**src/rtl/block_pack.sv**
```systemverilog
// Collects D_WIDTH-bit words into N_WORDS-word blocks, low word first, behind valid/ready on both sides.
// Optional BLOCK_PACK_LAST_EN adds i_last / o_nwords for zero-filled partial-block flushes.
module block_pack #(
   parameter int D_WIDTH = 128,
   parameter int N_WORDS = 4
) (
   input  logic                       i_clk,
   input  logic                       i_rstn,
   input  logic                       i_valid,
   input  logic [D_WIDTH-1:0]         i_data,
`ifdef BLOCK_PACK_LAST_EN
   input  logic                       i_last,
`endif
   output logic                       o_ready,
   output logic                       o_valid,
   output logic [D_WIDTH*N_WORDS-1:0] o_data,
`ifdef BLOCK_PACK_LAST_EN
   output logic [2:0]                 o_nwords,
`endif
   input  logic                       i_ready
);

   localparam int BW = D_WIDTH * N_WORDS;
   localparam int CW = (N_WORDS > 1) ? $clog2(N_WORDS) : 1;

   logic [BW-1:0] acc_q, acc_d;
   logic [CW-1:0] cnt_q, cnt_d;
   logic          pend_q, pend_d;
   logic [BW-1:0] dat_q, dat_d;
   logic          vld_q, vld_d;
`ifdef BLOCK_PACK_LAST_EN
   logic [2:0]    nw_q, nw_d;
   logic [2:0]    pnw_q, pnw_d;
`endif

   logic          accept;
   logic          drain;
   logic          complete;
   logic [BW-1:0] merged;
   logic [2:0]    cur_nw;

   always_comb begin
      acc_d  = acc_q;
      cnt_d  = cnt_q;
      pend_d = pend_q;
      dat_d  = dat_q;
      vld_d  = vld_q;
`ifdef BLOCK_PACK_LAST_EN
      nw_d   = nw_q;
      pnw_d  = pnw_q;
`endif

      accept = i_valid && !pend_q;
      drain  = vld_q && i_ready;
      cur_nw = 3'(cnt_q) + 3'd1;

      merged = acc_q;
      for (int unsigned k = 0; k < N_WORDS; k++) begin
         if (cnt_q == CW'(k)) merged[k*D_WIDTH +: D_WIDTH] = i_data;
      end

`ifdef BLOCK_PACK_LAST_EN
      complete = accept && ((cnt_q == CW'(N_WORDS-1)) || i_last);
`else
      complete = accept && (cnt_q == CW'(N_WORDS-1));
`endif

      if (drain) vld_d = 1'b0;

      // Unused slots stay zero because the accumulator is cleared whenever its block leaves it.
      if (pend_q && drain) begin
         dat_d  = acc_q;
         vld_d  = 1'b1;
         acc_d  = '0;
         pend_d = 1'b0;
`ifdef BLOCK_PACK_LAST_EN
         nw_d   = pnw_q;
`endif
      end else if (complete) begin
         cnt_d = '0;
         if (!vld_q || i_ready) begin
            dat_d = merged;
            vld_d = 1'b1;
            acc_d = '0;
`ifdef BLOCK_PACK_LAST_EN
            nw_d  = cur_nw;
`endif
         end else begin
            acc_d  = merged;
            pend_d = 1'b1;
`ifdef BLOCK_PACK_LAST_EN
            pnw_d  = cur_nw;
`endif
         end
      end else if (accept) begin
         acc_d = merged;
         cnt_d = cnt_q + CW'(1);
      end
   end

   always_ff @(posedge i_clk or negedge i_rstn) begin
      if (!i_rstn) begin
         acc_q  <= '0;
         cnt_q  <= '0;
         pend_q <= 1'b0;
         dat_q  <= '0;
         vld_q  <= 1'b0;
`ifdef BLOCK_PACK_LAST_EN
         nw_q   <= '0;
         pnw_q  <= '0;
`endif
      end else begin
         acc_q  <= acc_d;
         cnt_q  <= cnt_d;
         pend_q <= pend_d;
         dat_q  <= dat_d;
         vld_q  <= vld_d;
`ifdef BLOCK_PACK_LAST_EN
         nw_q   <= nw_d;
         pnw_q  <= pnw_d;
`endif
      end
   end

   assign o_ready  = !pend_q;
   assign o_valid  = vld_q;
   assign o_data   = dat_q;
`ifdef BLOCK_PACK_LAST_EN
   assign o_nwords = nw_q;
`else
   logic unused_nw;
   assign unused_nw = ^cur_nw;
`endif

endmodule
```
**config.mk**
```make
export PLATFORM = sky130hd
export DESIGN_NAME = block_pack
export DESIGN_NICKNAME = d
export VERILOG_FILES = /design/src/rtl/block_pack.sv
export SDC_FILE = /design/constraint.sdc
export NUM_CORES = 2
export LEC_CHECK = 0
export ABC_AREA = 0
export CORE_MARGIN = 10
export CORE_UTILIZATION = 55
export CTS_BUF_LIST = sky130_fd_sc_hd__clkbuf_4
export DETAILED_ROUTE_END_ITERATION = 7
export DONT_BUFFER_PORTS = 1
export GPL_TIMING_DRIVEN = 0
export PLACE_DENSITY = 0.81
export SETUP_SLACK_MARGIN = 0.05
export SLEW_MARGIN = 30
export SYNTH_ARGS = -nofsm -noshare
export SYNTH_HDL_FRONTEND = slang
export SYNTH_SLANG_ARGS = --single-unit
```
**constraint.sdc**
```tcl
create_clock -name i_clk -period 1.7 [get_ports i_clk]
set_input_delay 0.34 -clock i_clk [delete_from_list [all_inputs] [get_ports i_clk]]
set_output_delay 0.34 -clock i_clk [all_outputs]
set_load 0.005 [all_outputs]
```
# Word level (Yosys, flattened, before mapping)
# Cells that the tools add are included.
# totals
reg_bits	1028
# op_classes
n_addsub	1
mux	20
n_bitwise	1
n_eq_ne	4
n_reduce_logical	15
# ops
operator	count
512-bit 2-to-1 mux	7
128-bit 2-to-1 mux	4
1-bit 2-to-1 mux	7
2-bit AND reduction	3
2-bit nonzero test	3
2-bit equality test (second input constant)	2
1-bit logical AND	4
2-bit 2-to-1 mux	2
3-bit nonzero test	1
2-bit by 1-bit adder with 2-bit output (second input constant)	1
2-bit by 1-bit equality test with 1-bit output (second input constant)	1
1-bit zero test	2
2-bit zero test	1
2-bit != test (second input constant)	1
1-bit logical OR	1
1-bit NOT	1

# Depth between registers and ports, before layout
# depth
ltp_word	5
depth_mapped	8

# Least setup slack after synthesis
# Ideal clock, no wire load.
# synth_path
path_type	reg2reg
start	register cnt_q[0]
end	register dat_q[382] (netlist: o_data[382])
synth_period_minus_slack_ns	1.910
t_arrival_ns	1.786
slack_ns	-0.210
stages_incl_launch_ff	9
setup_time_ns	0.125
path_buffers	3
path_cell_list	dfrtp_1 inv_1 ha_1 clkbuf_1 clkbuf_1 clkbuf_1 nand2b_1 o211ai_1 mux2_2
# synth_between
elab_chain_cells	5
# synth_lines
item	line_no	text
start: declaration	27	logic [CW-1:0] cnt_q, cnt_d;
start signal: assignment	114	cnt_q <= cnt_d;
2-bit equality test	59	if (cnt_q == CW'(k)) merged[k*D_WIDTH +: D_WIDTH] = i_data;
128-bit 2-to-1 mux	59	
512-bit 2-to-1 mux	81	if (!vld_q || i_ready) begin
512-bit 2-to-1 mux	79	end else if (complete) begin
512-bit 2-to-1 mux	71	if (pend_q && drain) begin
end signal: assignment	116	dat_q <= dat_d;
end: declaration	29	logic [BW-1:0] dat_q, dat_d;
# Parallel ways exist; a longest one is shown, timed or not. The select of a mux whose other input is x is not followed.
# A chain may end at the register's enable or synchronous reset.

# Worst setup path in the final report
# layout_path
start	register cnt_q[1]
end	register dat_q[143] (netlist: o_data[143])
# layout_between
elab_chain_cells	5
# layout_lines
item	line_no
2-bit by 1-bit equality test with 1-bit output	59
128-bit 2-to-1 mux	59
512-bit 2-to-1 mux	81
512-bit 2-to-1 mux	79
512-bit 2-to-1 mux	71
# Parallel ways exist; a longest one is shown, timed or not. The select of a mux whose other input is x is not followed.

==> qor.txt <==
Total power - 126.0 mW
CTS Buffer Depth - 4
GRT overflow - 0
Mapped Area - 52,630 um^2
Max-slew violations - 0
Syn avg cell area - 10.12 um^2
Final Skew - 131.7 ps
Count leader, synth - dfrtp_1
Final WL - 213,600 um
Cell Area, Placed - 56,250 um^2
Share of layout cells above drive strength 1 - 27.36%
Worst EP required - 2840 ps
Row count - 113
Rel. slew slack - 36.52%
Detailed placement HPWL - 139,400 um
Min Tclk post-route - 2490 ps
YS warnings - 0
Worst Hold Class - primary input to asynchronous set/reset pin
Max_cap viols - 0
Initial Utilization - 55.39%
Global-route wire length before repair - 308,300 um
Core ar. - 95,010 um^2
Via Count - 48.81k
Clock Tree Root - clkbuf_4
DRT Pass-1 Iters - 8
Clock transition at the registers of the reported paths - 80 ps
Height of the die - 329.3 um
Final setup viols - 1,539
Antenna-violating nets left - 0
Cells along the critical path - inv_1 -> ha_1 -> buf_4 -> clkbuf_16 -> clkbuf_2 -> nand2_1 -> o211ai_1 -> mux2_2
Worst Path Arrival - 3630 ps
CTS H-tree lvls - 5
Util after Layout - 68.50%
Clk_lat worst skew - 1240 ps
Final period utilization - 146.4%
Hold slack - -1177 ps
CTS tree - done
Yosys cell types - 30
Post-synth top cells - dfrtp_1, inv_1, o211ai_1
VDD IR-drop max - 1.175 mV
IO Port Bufs - 0
Slowest cell delay on critical path - 670 ps
WL per Instance - 29.59 um
Die width - 329.3 um
Unrepaired setup endpoints after global routing - yes
CP max-delay cell - o211ai_1
WS Path Type - register to register
Fmax - 401.7 MHz
Gr usage total - 37.47%
Violated checks - negative hold slack, negative setup slack
Initial antenna violation count - 12
Synth-to-Final Area Change - 23.67%
Boundary Pins - 646
Worst-margin pin slew - 952.2 ps
Share of the synthesized area in the top cell type - 48.88%
Critical path capture point type - register
Syn_nets - 5,337
DR DRC count - 0
Vias per cell - 6.762
Biggest area consumer among synthesized cells - dfrtp_1
CTS Buf Count - 291
GP Congestion - 0.9311
Pleak - 27.83 nW
Ys async rst share - 100.0%
Sequential share of the synthesized area - 48.88%
Largest cells by area after synthesis - dfrtp_1, mux2_2, o211ai_1
Synthesized flop and latch total - 1,028
Crit path max fanout - 10
Setup WS post-layout - -789.6 ps
Status - finished with violations
CTS Sinks - 1,028
Number of global-route vias before repair - 48.16k
Worst setup SP type - register
Synthesized netlist cell count - 5,201
Largest net degree at the start of global routing - 1,029
Post-route cell area - 65,080 um^2
Commonest register cell after synthesis - dfrtp_1
Power density cells - 1936 nW/um^2
DRT iter0 DRCs - 6,273
Hold Violations, Final - 471
Net count, final - 5,902
Post-synth EDFFs - 0
Die area - 108,500 um^2
## per-layer routing
layer | up-vias | part of all wire (%) | GRT usage [%]
met5 | - | 0.015 | 0
met4 | 4 | 8.7 | 28.09
met3 | 1001 | 14 | 16.52
met2 | 3753 | 43 | 55.33
met1 | 23890 | 34 | 42.68
li1 | 20160 | - | -
## registers in the layout, indices dropped and copies added, names as in the netlist
name     flops
pend_q       1
o_valid      1
acc_q      512
cnt_q        2
o_data     512
## path summary, 6_finish.rpt
path	startpoint	end	slack, ps	cells past startpoint
max	cnt_q[1]	o_data[143]	-790	8
min	i_rstn	o_data[406]	-1180	0
max reg2reg	cnt_q[1]	o_data[143]	-790	8
min reg2reg	acc_q[469]	acc_q[469]	520	1
max in group asynchronous	i_rstn	acc_q[87]	430	3
min in group i_clk	i_data[21]	acc_q[149]	70	3
## through the flow
step / worst slack (ps) / TNS [ps] / std cells / hold slack, ps
final: -789.6 / -568650 / 7218 / -1177
after global routing: -837.3 / -621450 / 7212 / -1241
after CTS: -686.5 / -576490 / 7191 / -1236
after detailed placement: -1991 / -1104360 / 6479 / 85.53
after global placement: -2205 / -1333520 / 6466 / 82.12
after floorplan: -89.89 / -33310 / 5201 / 44.41
## area by class of cell
cell class                      instances  area [um^2]
Timing Repair Buffer                  275         3652
Fill cell                            6551        29930
Inverter                              517         1944
Clock inverter                         66        362.8
Multi-Input combinational cell       3099        24400
Tap cell                             1265         1583
Buffer                                554         4352
Antenna cell                            9        22.52
Clock buffer                          405         3040
Sequential cell                      1028        25730
## critical path, delay by kind of cell, from the launching register on
family / cells / cell delay [ps]
buffers and inverters: 4 / 800
AO/OA/AOI/OAI: 1 / 670
flip-flops: 1 / 430
multiplexers: 1 / 290
adder cells (fa/ha/maj): 1 / 180
AND/OR/NAND/NOR: 1 / 80
## cells by family after synthesis
family | share of synthesized area (%)
mux | 10.96
flops | 48.88
buf+inv | 8.115
compound gates | 16.04
fa+ha+maj | 0.09511
simple gates | 15.91
## placed cells by master, fill, tap and decap left out, drive strengths merged, types with 4 or more instances in the layout
cell | synthesis | layout
a22o | 128 | 128
buf | 206 | 306
bufinv | 0 | 4
clkbuf | 351 | 742
clkinv | 0 | 51
dfrtp | 1028 | 1028
diode | 0 | 9
dlygate4sd3 | 0 | 186
ha | 4 | 4
inv | 517 | 527
mux2 | 512 | 512
nand2 | 513 | 513
nand2b | 512 | 512
nand4 | 512 | 512
o211ai | 515 | 515
o32ai | 384 | 384
## timing repair
item                                     CTS  global route
endpoints found under the setup margin  1541          1539
endpoints found under the hold margin   2056           449
gates cloned                              26             5
pin swaps                                  1             2
hold buffers                             185             1
setup buffers                             34             7
resized for setup                        407           254
## power breakdown
| group | total, mW | internal (mW) | switching [mW] |
|---|---|---|---|
| logic | 58.5 | 27.8 | 30.8 |
| clock network | 22.7 | 11.5 | 11.2 |
| registers | 44.8 | 34.1 | 10.7 |
(Power assumes the default switching activity.)
